**config.mk**
```make
export PLATFORM = sky130hd
export DESIGN_NAME = dmx_serial_rx_flat
export DESIGN_NICKNAME = d
export VERILOG_FILES = /design/src/rtl/dmx_serial_rx_if.sv /design/src/rtl/dmx_serial_rx.sv /design/src/flat_wrapper.sv
export SDC_FILE = /design/constraint.sdc
export NUM_CORES = 1
export LEC_CHECK = 0
export ABC_CLOCK_PERIOD_IN_PS = 4000
export BUFFER_PORTS_ARGS = -buffer_cell sky130_fd_sc_hd__buf_2
export CAP_MARGIN = 20
export CORE_MARGIN = 4
export CORE_UTILIZATION = 55
export DETAILED_ROUTE_END_ITERATION = 8
export PLACE_DENSITY_LB_ADDON = 0.08
export RECOVER_POWER = 25
export SLEW_MARGIN = 20
export SYNTH_ARGS = -nofsm -noshare
export SYNTH_HDL_FRONTEND = slang
export SYNTH_SLANG_ARGS = --single-unit
```
**constraint.sdc**
```tcl
create_clock -name clk -period 4 [get_ports clk]
set_input_delay 0.2 -clock clk [delete_from_list [all_inputs] [get_ports clk]]
set_output_delay 0.2 -clock clk [all_outputs]
set_load 0.05 [all_outputs]
```
**src/rtl/dmx_serial_rx_if.sv**
```systemverilog
// dmx_serial_rx_if: signal bundle between the DMX line side and the receiver.
//
// Handshake: there is no back-pressure. rx_valid, frame_err, parity_err and
// break_det are single-cycle pulses, at most one per character. rx_data is
// only meaningful in the cycle rx_valid is high and is held until the next
// good character. The consumer must sample every cycle.
//
// slave  : the receiver (dmx_serial_rx)
// master : whatever drives the line and consumes the characters
interface dmx_serial_rx_if #(
    parameter int DATA_BITS = 8
);
    logic                 rx_en;
    logic                 rx_in;
    logic [DATA_BITS-1:0] rx_data;
    logic                 rx_valid;
    logic                 frame_err;
    logic                 parity_err;
    logic                 break_det;
    logic                 busy;

    modport slave (
        input  rx_en,
        input  rx_in,
        output rx_data,
        output rx_valid,
        output frame_err,
        output parity_err,
        output break_det,
        output busy
    );

    modport master (
        output rx_en,
        output rx_in,
        input  rx_data,
        input  rx_valid,
        input  frame_err,
        input  parity_err,
        input  break_det,
        input  busy
    );
endinterface

```
**src/rtl/dmx_serial_rx.sv**
```systemverilog
// dmx_serial_rx: parametrised asynchronous serial receiver for a DMX line.
//
// Data bits, parity mode and stop-bit count are parameters. The line is
// synchronised internally, false starts are rejected at the start-bit sample
// point, and every character ends in exactly one of: rx_valid, parity_err,
// frame_err or break_det. A BREAK is a low time of at least BREAK_BITS bit
// times and is reported when the line returns high.
//
// Optional build macro RX_MAJORITY_VOTE_EN: each bit is decided by a 2-of-3
// vote of samples at sample point -BIT_TIME/8, at the sample point and at
// +BIT_TIME/8; every decision then lands BIT_TIME/8 cycles later.
//
// dbg_state exposes the FSM state encoding for observation.
module dmx_serial_rx #(
    parameter int CLK_FREQ    = 20_000_000,
    parameter int BAUD_RATE   = 250_000,
    parameter int DATA_BITS   = 8,
    parameter int PARITY_MODE = 0,
    parameter int STOP_BITS   = 2,
    parameter int BREAK_BITS  = 22
) (
    input  logic                 clk,
    input  logic                 rst_n,
    dmx_serial_rx_if.slave       bus,
    output logic [2:0]           dbg_state
);

    localparam int BIT_TIME = CLK_FREQ / BAUD_RATE;
    localparam int HALF_BIT = BIT_TIME / 2;
    localparam int TW       = $clog2(BIT_TIME + 1);
    localparam int LOW_MAX  = BREAK_BITS * BIT_TIME;
    localparam int LW       = $clog2(LOW_MAX + 1);

`ifdef RX_MAJORITY_VOTE_EN
    localparam int EIGHTH_BIT = BIT_TIME / 8;
    localparam int VOTE_LAT   = EIGHTH_BIT;
`else
    localparam int VOTE_LAT   = 0;
`endif

    // Bit-timer value at which a bit decision is taken. The first decision
    // (start bit) comes half a bit after t0, later ones every full bit.
    localparam logic [TW-1:0] START_LAST = TW'(HALF_BIT + VOTE_LAT - 1);
    localparam logic [TW-1:0] BIT_LAST   = TW'(BIT_TIME - 1);
    localparam logic [LW-1:0] LOW_SAT    = LW'(LOW_MAX);
    localparam logic [3:0]    LAST_DATA  = 4'(DATA_BITS - 1);
    localparam logic [3:0]    LAST_STOP  = 4'(STOP_BITS - 1);
    localparam logic          PAR_ODD    = (PARITY_MODE == 2);

    // Reject illegal configurations at elaboration time.
    if (BIT_TIME < 8) begin : g_bad_bit_time
        $error("dmx_serial_rx: CLK_FREQ/BAUD_RATE must be at least 8");
    end
    if (DATA_BITS < 5 || DATA_BITS > 9) begin : g_bad_data_bits
        $error("dmx_serial_rx: DATA_BITS must be in 5..9");
    end
    if (PARITY_MODE < 0 || PARITY_MODE > 2) begin : g_bad_parity
        $error("dmx_serial_rx: PARITY_MODE must be 0, 1 or 2");
    end
    if (STOP_BITS != 1 && STOP_BITS != 2) begin : g_bad_stop_bits
        $error("dmx_serial_rx: STOP_BITS must be 1 or 2");
    end

    typedef enum logic [2:0] {
        IDLE      = 3'd0,
        START     = 3'd1,
        DATA      = 3'd2,
        PARITY    = 3'd3,
        STOP      = 3'd4,
        WAIT_HIGH = 3'd5
    } state_t;

    state_t               state;
    logic [1:0]           sync_q;
    logic                 rx_s;
    logic                 rx_prev;
    logic                 fall;
    logic [TW-1:0]        bit_cnt;
    logic [TW-1:0]        target;
    logic                 tick;
    logic                 bit_val;
    logic [3:0]           bit_idx;
    logic [DATA_BITS-1:0] shift_q;
    logic                 par_acc;
    logic                 parity_ok;
    logic [LW-1:0]        low_cnt;

    logic [DATA_BITS-1:0] rx_data_q;
    logic                 rx_valid_q;
    logic                 frame_err_q;
    logic                 parity_err_q;
    logic                 break_det_q;

    // Two-flop synchroniser plus previous-value flop for falling-edge detect.
    always_ff @(posedge clk) begin
        if (!rst_n) begin
            sync_q  <= 2'b11;
            rx_prev <= 1'b1;
        end else begin
            sync_q  <= {sync_q[0], bus.rx_in};
            rx_prev <= sync_q[1];
        end
    end

    assign rx_s = sync_q[1];
    assign fall = rx_prev & ~rx_s;

    // Low-time counter: counts consecutive low cycles, saturating at the
    // BREAK threshold, cleared by any high cycle.
    always_ff @(posedge clk) begin
        if (!rst_n) begin
            low_cnt <= '0;
        end else if (rx_s) begin
            low_cnt <= '0;
        end else if (low_cnt != LOW_SAT) begin
            low_cnt <= low_cnt + LW'(1);
        end
    end

    assign target = (state == START) ? START_LAST : BIT_LAST;
    assign tick   = (bit_cnt == target);

`ifdef RX_MAJORITY_VOTE_EN
    logic vote_a;
    logic vote_b;

    // Capture the two early votes; the third vote is rx_s at the decision.
    always_ff @(posedge clk) begin
        if (!rst_n) begin
            vote_a <= 1'b1;
            vote_b <= 1'b1;
        end else begin
            if (bit_cnt == target - TW'(2 * EIGHTH_BIT)) begin
                vote_a <= rx_s;
            end
            if (bit_cnt == target - TW'(EIGHTH_BIT)) begin
                vote_b <= rx_s;
            end
        end
    end

    assign bit_val = (vote_a & vote_b) | (vote_a & rx_s) | (vote_b & rx_s);
`else
    assign bit_val = rx_s;
`endif

    // Receive FSM: bit timing, shifting, parity/stop checks and result pulses.
    always_ff @(posedge clk) begin
        if (!rst_n) begin
            state        <= IDLE;
            bit_cnt      <= '0;
            bit_idx      <= '0;
            shift_q      <= '0;
            par_acc      <= 1'b0;
            parity_ok    <= 1'b1;
            rx_data_q    <= '0;
            rx_valid_q   <= 1'b0;
            frame_err_q  <= 1'b0;
            parity_err_q <= 1'b0;
            break_det_q  <= 1'b0;
        end else begin
            rx_valid_q   <= 1'b0;
            frame_err_q  <= 1'b0;
            parity_err_q <= 1'b0;
            break_det_q  <= 1'b0;

            if (!bus.rx_en) begin
                // Disabled: abandon any character silently.
                state   <= IDLE;
                bit_cnt <= '0;
                bit_idx <= '0;
            end else begin
                case (state)
                    IDLE: begin
                        if (fall) begin
                            state     <= START;
                            bit_cnt   <= '0;
                            bit_idx   <= '0;
                            par_acc   <= 1'b0;
                            parity_ok <= 1'b1;
                        end
                    end

                    START: begin
                        if (tick) begin
                            bit_cnt <= '0;
                            // A high start sample is a glitch, not a character.
                            state   <= bit_val ? IDLE : DATA;
                        end else begin
                            bit_cnt <= bit_cnt + TW'(1);
                        end
                    end

                    DATA: begin
                        if (tick) begin
                            bit_cnt <= '0;
                            shift_q <= {bit_val, shift_q[DATA_BITS-1:1]};
                            par_acc <= par_acc ^ bit_val;
                            if (bit_idx == LAST_DATA) begin
                                bit_idx <= '0;
                                state   <= (PARITY_MODE != 0) ? PARITY : STOP;
                            end else begin
                                bit_idx <= bit_idx + 4'd1;
                            end
                        end else begin
                            bit_cnt <= bit_cnt + TW'(1);
                        end
                    end

                    PARITY: begin
                        if (tick) begin
                            bit_cnt   <= '0;
                            // Only remembered here; reported after the stops.
                            parity_ok <= ((par_acc ^ bit_val) == PAR_ODD);
                            state     <= STOP;
                        end else begin
                            bit_cnt <= bit_cnt + TW'(1);
                        end
                    end

                    STOP: begin
                        if (tick) begin
                            bit_cnt <= '0;
                            if (!bit_val) begin
                                // Framing problem or BREAK; decided on return high.
                                state   <= WAIT_HIGH;
                                bit_idx <= '0;
                            end else if (bit_idx == LAST_STOP) begin
                                state   <= IDLE;
                                bit_idx <= '0;
                                if (parity_ok) begin
                                    rx_valid_q <= 1'b1;
                                    rx_data_q  <= shift_q;
                                end else begin
                                    parity_err_q <= 1'b1;
                                end
                            end else begin
                                bit_idx <= bit_idx + 4'd1;
                            end
                        end else begin
                            bit_cnt <= bit_cnt + TW'(1);
                        end
                    end

                    WAIT_HIGH: begin
                        if (rx_s) begin
                            state <= IDLE;
                            // low_cnt still holds the length of the low period.
                            if (low_cnt == LOW_SAT) begin
                                break_det_q <= 1'b1;
                            end else begin
                                frame_err_q <= 1'b1;
                            end
                        end
                    end

                    default: begin
                        state <= IDLE;
                    end
                endcase
            end
        end
    end

    assign bus.rx_data    = rx_data_q;
    assign bus.rx_valid   = rx_valid_q;
    assign bus.frame_err  = frame_err_q;
    assign bus.parity_err = parity_err_q;
    assign bus.break_det  = break_det_q;
    assign bus.busy       = (state != IDLE);
    assign dbg_state      = state;

endmodule

```
**src/flat_wrapper.sv**
```systemverilog
// flat-port wrapper written by rule: the top's interface ports become plain ports
module dmx_serial_rx_flat 
#(
    parameter int CLK_FREQ    = 20_000_000,
    parameter int BAUD_RATE   = 250_000,
    parameter int DATA_BITS   = 8,
    parameter int PARITY_MODE = 0,
    parameter int STOP_BITS   = 2,
    parameter int BREAK_BITS  = 22
)
  (clk, rst_n, dbg_state, bus_rx_en, bus_rx_in, bus_rx_data, bus_rx_valid, bus_frame_err, bus_parity_err, bus_break_det, bus_busy);
  dmx_serial_rx_if #(.DATA_BITS(DATA_BITS)) bus_i ();
  input  logic clk;
  input  logic rst_n;
  output logic [2:0] dbg_state;
  input wire logic [$bits(bus_i.rx_en)-1:0] bus_rx_en;
  input wire logic [$bits(bus_i.rx_in)-1:0] bus_rx_in;
  output wire logic [$bits(bus_i.rx_data)-1:0] bus_rx_data;
  output wire logic [$bits(bus_i.rx_valid)-1:0] bus_rx_valid;
  output wire logic [$bits(bus_i.frame_err)-1:0] bus_frame_err;
  output wire logic [$bits(bus_i.parity_err)-1:0] bus_parity_err;
  output wire logic [$bits(bus_i.break_det)-1:0] bus_break_det;
  output wire logic [$bits(bus_i.busy)-1:0] bus_busy;
  assign bus_i.rx_en = bus_rx_en;
  assign bus_i.rx_in = bus_rx_in;
  assign bus_rx_data = bus_i.rx_data;
  assign bus_rx_valid = bus_i.rx_valid;
  assign bus_frame_err = bus_i.frame_err;
  assign bus_parity_err = bus_i.parity_err;
  assign bus_break_det = bus_i.break_det;
  assign bus_busy = bus_i.busy;
  dmx_serial_rx #(.CLK_FREQ(CLK_FREQ), .BAUD_RATE(BAUD_RATE), .DATA_BITS(DATA_BITS), .PARITY_MODE(PARITY_MODE), .STOP_BITS(STOP_BITS), .BREAK_BITS(BREAK_BITS)) u_core (.clk(clk), .rst_n(rst_n), .bus(bus_i), .dbg_state(dbg_state));
endmodule
```
== Word-level counts from Yosys, hierarchy flattened ==
Cells that the tools add are included.
Operators by class
  multiplexer cells: 32
  $add $sub $neg: 3
  bitwise logic cells: 5
  equal/unequal tests: 18
  reduce and logical (&&, ||, !) cells: 18
Operator list (number)
  3-bit two-way mux: 9
  4-bit two-way mux: 6
  7-bit two-way mux: 3
  3-bit one-hot mux with 6 select lines: 1
  4-bit AND reduction: 4
  2-bit by 1-bit inequality test with 1-bit output (second input constant): 7
  7-bit one-hot mux with 2 select lines: 1
  4-bit one-hot mux with 3 select lines: 1
  6-bit AND reduction: 2
  11-bit by 1-bit adder with 11-bit output (second input constant): 1
  11-bit equality test (second input constant): 1
  11-bit inequality test (second input constant): 1
  1-bit two-way mux: 8
  8-bit AND reduction: 1
  7-bit by 1-bit adder with 7-bit output (second input constant): 1
  7-bit equality test: 1
  3-bit by 2-bit equality test with 1-bit output (second input constant): 2
  3-bit equality test (second input constant): 2
  2-bit nonzero test: 3
  3-bit nonzero test: 2
  4-bit by 1-bit adder with 4-bit output (second input constant): 1
  4-bit by 1-bit equality test with 1-bit output (second input constant): 1
  4-bit by 3-bit equality test with 1-bit output (second input constant): 1
  1-bit one-hot mux with 2 select lines: 2
  other kinds (11): 14
Storage, ports and cells
  output and inout port bits: 16
  word-level logic and storage cells: 90
  flip-flop bits (word level): 50
  bits of input ports: 4

== Logic depth before layout (Yosys ltp) ==
  depth after elaboration: 5
  gate-level depth with buffers: 8
  depth with buffers taken out: 7

== Worst setup path before layout ==
Ideal clock, no wire load.
  kind: register to register
  from: register u_core.state[2], in the netlist u_core.dbg_state[2]
  to: register u_core.rx_data_q[1], in the netlist u_core.bus.rx_data[1]
  data required time: 3.926 ns
  slack: 1.986 ns
  arrival time: 1.940 ns
  path buffers: 2
  cell stages (with the launch flop): 8
  cell sequence: dfxtp_1 > clkbuf_8 > nor3b_1 > or3_4 > a211oi_4 > buf_6 > nand3_1 > o21ai_0
On the way
  cells in the longest elaborated chain, start to end: 4
  elaborated cells between the ends (all ways): 5
  classes of those cells: eq/ne (3); mux (1); reduce/logical (1)
Ends and longest elaborated chain
  start, declared: RTL line dmx_serial_rx.sv:73  | state_t state;
  start signal, assigned: RTL line dmx_serial_rx.sv:188  | state <= bit_val ? IDLE : DATA;
  start signal, assigned: RTL line dmx_serial_rx.sv:201  | state <= (PARITY_MODE != 0) ? PARITY : STOP;
  3-bit by 1-bit equality test with 1-bit output: RTL line dmx_serial_rx.sv:120  | assign target = (state == START) ? START_LAST : BIT_LAST;
  7-bit two-way mux: RTL line dmx_serial_rx.sv:120
  7-bit equality test: RTL line dmx_serial_rx.sv:121  | assign tick = (bit_cnt == target);
  6-bit AND reduction (no line) (*)
  end signal, assigned: RTL line dmx_serial_rx.sv:233  | rx_data_q <= shift_q;
  end, declared: RTL line dmx_serial_rx.sv:88  | logic [DATA_BITS-1:0] rx_data_q;
Every way passes the cells marked *; elsewhere a longest branch is shown, timed or not.
A chain may end at the register's enable or synchronous reset.

== Worst setup path after layout ==
  from: register u_core.state[0], in the netlist u_core.dbg_state[0]
  to: register u_core.rx_data_q[3], in the netlist u_core.bus.rx_data[3]
Same word-level chain as after synthesis.

==> impl_metrics.json <==
{
  "critical_path.slowest_cell": "sky130_fd_sc_hd__dfxtp_1",
  "hold_path.class": "input pin to register",
  "post_synth_instance_area_sq_um": 2380,
  "final_period_minus_worst_setup_slack_ns": 2.31,
  "timing.critical_path.from_type": "register",
  "post_cts.resized_instances": 0,
  "critical_path_peak_fanout": 17,
  "fin_skew_ns": 0.00897,
  "place.detailed.hpwl_mm": 2.98,
  "timing.max_slew.rel_slack_pct": 25.1,
  "max-clock-path-buffers": 2,
  "h-tree-depth": 2,
  "fin_hold_ws_ns": 0.0702,
  "cp_slowest_stage_delay_ns": 0.66,
  "synth_largest_type_area_fraction_pct": 42.1,
  "placementRows": 23,
  "dr.pass1.iters": 4,
  "totalNegativeSetupSlack_ns": 0,
  "cts_made_buffers": 5,
  "fraction_of_final_layout_cells_sized_beyond_drive_strength_1_pct": 7.32,
  "clock.fmax_mhz": 434,
  "result_of_the_run": "complete, no violations",
  "clk_transition_reported_paths_ns": 0.09,
  "worstSetupPathType": "register to register",
  "drtIter0Drc": 178,
  "avgViaCountPerCell": 5.55,
  "starting_density_pct": 58.1,
  "timing.critical_path.cells": "nor3b_1, nand4_1, a211oi_4, o21ai_0",
  "yosys_warnings": 0,
  "worst_slew_pin_slew_ns": 1.12,
  "final_period_utilization_pct": 57.7,
  "syn-instance-count": 273,
  "yosysTopAreaCell": "sky130_fd_sc_hd__dfxtp_1",
  "report.final.setup_viol": 0,
  "cts.hold.buffers_added": 0,
  "ant_nets": 0,
  "leading_cell_types_in_the_layout_fill_and_taps_excluded": "sky130_fd_sc_hd__dfxtp_1 (50), sky130_fd_sc_hd__nand2_1 (28), sky130_fd_sc_hd__nor2_1 (27), sky130_fd_sc_hd__nand3_1 (21)",
  "antenna-diode-count": 0,
  "via_count": 1869,
  "synth_top_cells_by_area": "sky130_fd_sc_hd__dfxtp_1 (42%), sky130_fd_sc_hd__mux2i_1 (5.5%), sky130_fd_sc_hd__nand2_1 (4.4%)",
  "dieArea_sq_um": 5440,
  "cellLeakagePower_uw": 0.000928,
  "syn-num-nets": 282,
  "cap_viol_max_count": 0,
  "timing.critical_path.required_ns": 4.16,
  "grt_antenna_before_repair": 0,
  "timing_max_transition_violations_final": 0,
  "grt_overflow": 0,
  "die_height_um": 73.7,
  "globalplace.congestion": 0.860,
  "first_global_vias": 1723,
  "area_growth_pct": 7.06,
  "synth_seq_area_share_pct": 42.1,
  "synth_edf_count": 0,
  "synth-async-reset-ratio_pct": 0,
  "port_buf_inserts": 19,
  "die_w_um": 73.7,
  "nNetsFinal": 295,
  "post_cts.repair.setup_buffers": 0,
  "synth_area_per_cell_sq_um": 8.70,
  "synth_seq_cells": 50,
  "tritoncts": "built",
  "grt_pass1_wl_mm": 7.58,
  "worst-endpoint-arrival_ns": 2.46,
  "final_hold_viol_count": 0,
  "cts_root_buffer": "sky130_fd_sc_hd__clkbuf_8",
  "largest_net_degree_at_the_start_of_global_routing": 32,
  "core_area_sq_um": 4090,
  "most_frequent_standard_cell_in_the_layout_excluding_fill_and_tap_cells": "sky130_fd_sc_hd__dfxtp_1",
  "synth.distinct_cells": 49,
  "fill_count": 389,
  "drc": 0,
  "clock_latency_ns": 0.31,
  "max-vdd-ir-drop_uv": 214,
  "dominantRegCellSynth": "sky130_fd_sc_hd__dfxtp_1",
  "power_per_cell_area_nw_per_um2": 336,
  "clock_sinks": 50,
  "io_pins": 20,
  "grt.total_usage_pct": 17.6,
  "drt-wirelength-per-cell_um": 13.2,
  "totalWireLength_mm": 4.46,
  "setup_repair_after_global_routing_missed_its_margin": "no",
  "critPathCaptureType": "register"
}
cell type report:
type	instances	area [sq um]	area share, %
multi-input combinational	203	1280	50.2
clock buffer	6	82.6	3.25
sequential	50	1000	39.4
clock inverter	2	16.3	0.639
inverter	7	26.3	1.03
timing repair buffer	19	78.8	3.10
tap	50	62.6	2.46
flip-flops by register name, indices dropped and copies added (netlist names), 2 cells and up:
register and count:
u_core.sync_q 2, u_core.bit_cnt 7, u_core.dbg_state 3, u_core.low_cnt 11
u_core.bit_idx 4, u_core.bus.rx_data 8, u_core.shift_q 8
cell usage after synthesis, drive strengths merged (2+ instances only):
cell and number:
nand3b 2, xor2 6, inv 7, nor2 27, dfxtp 50, clkbuf 10, nand4 6, nor4 4
nand2 28, ha 5, or3 3, or3b 2, nor3 7, mux2i 13, and3 4, xnor2 9
o21ai 11, nand2b 7, nor3b 5, a21oi 6, nor2b 11, nand4b 2, a22oi 2, o21a 2
buf 3, o221ai 2, nand3 21, and2 2
metrics by stage:
stage	total power [uW]	util (%)	cells	setup WS (ns)	instance area, sq um
2_1_floorplan	541	-	273	1.99	2380
3_3_place_gp	549	60.2	329	1.71	2460
3_5_place_dp	549	60.2	329	1.71	2460
4_1_cts	865	62.6	337	1.69	2560
5_1_grt	887	62.2	337	1.46	2540
6_report	856	62.2	337	1.69	2540
final timing paths:
| kind | startpoint | to | slack (ns) | cells after the start |
|---|---|---|---|---|
| setup / recovery | u_core.dbg_state[0] | u_core.bus.rx_data[3] | 1.69 | 4 |
| setup reg to reg | u_core.dbg_state[0] | u_core.bus.rx_data[3] | 1.69 | 4 |
| hold / removal | bus_rx_in | u_core.sync_q[0] | 0.07 | 2 |
| hold reg to reg | u_core.sync_q[0] | u_core.sync_q[1] | 0.41 | 1 |
power by group:
part,switching [uW],internal [uW],leakage [uW]
Combinational,22.4,11.9,0.000477
Clock,176,143,0.0000478
Sequential,3.68,499,0.000403
layer usage:
| layer | wire [um] | vias to the layer above | global-route usage (%) | part of all wire [%] |
|---|---|---|---|---|
| li1 | - | 979 | - | - |
| met1 | 2210 | 842 | 22.9 | 49 |
| met2 | 1980 | 37 | 27.4 | 44 |
| met3 | 180 | 11 | 4.10 | 4.0 |
| met4 | 91 | 0 | 8.45 | 2.0 |
| met5 | 0 | - | 0 | 0 |
critical path, delay by kind of cell, from the launching register on:
kind / cells / cell delay [ns]
AOI/OAI and AO/OA: 2 / 0.83
DFF: 1 / 0.66
and+or+nand+nor: 2 / 0.67
logic make-up (layout without fill, tap and decap cells):
group	after synthesis	count (layout)	synth area share (%)
AO/OA/AOI/OAI	34	34	9.74
XOR/XNOR	15	15	5.53
adder cells (fa/ha/maj)	5	5	2.63
buffers and inverters	20	34	4.16
flip-flops	50	50	42.1
multiplexers	14	14	5.95
AND/OR/NAND/NOR	135	135	29.9
Power figures use the tool's default switching activity.
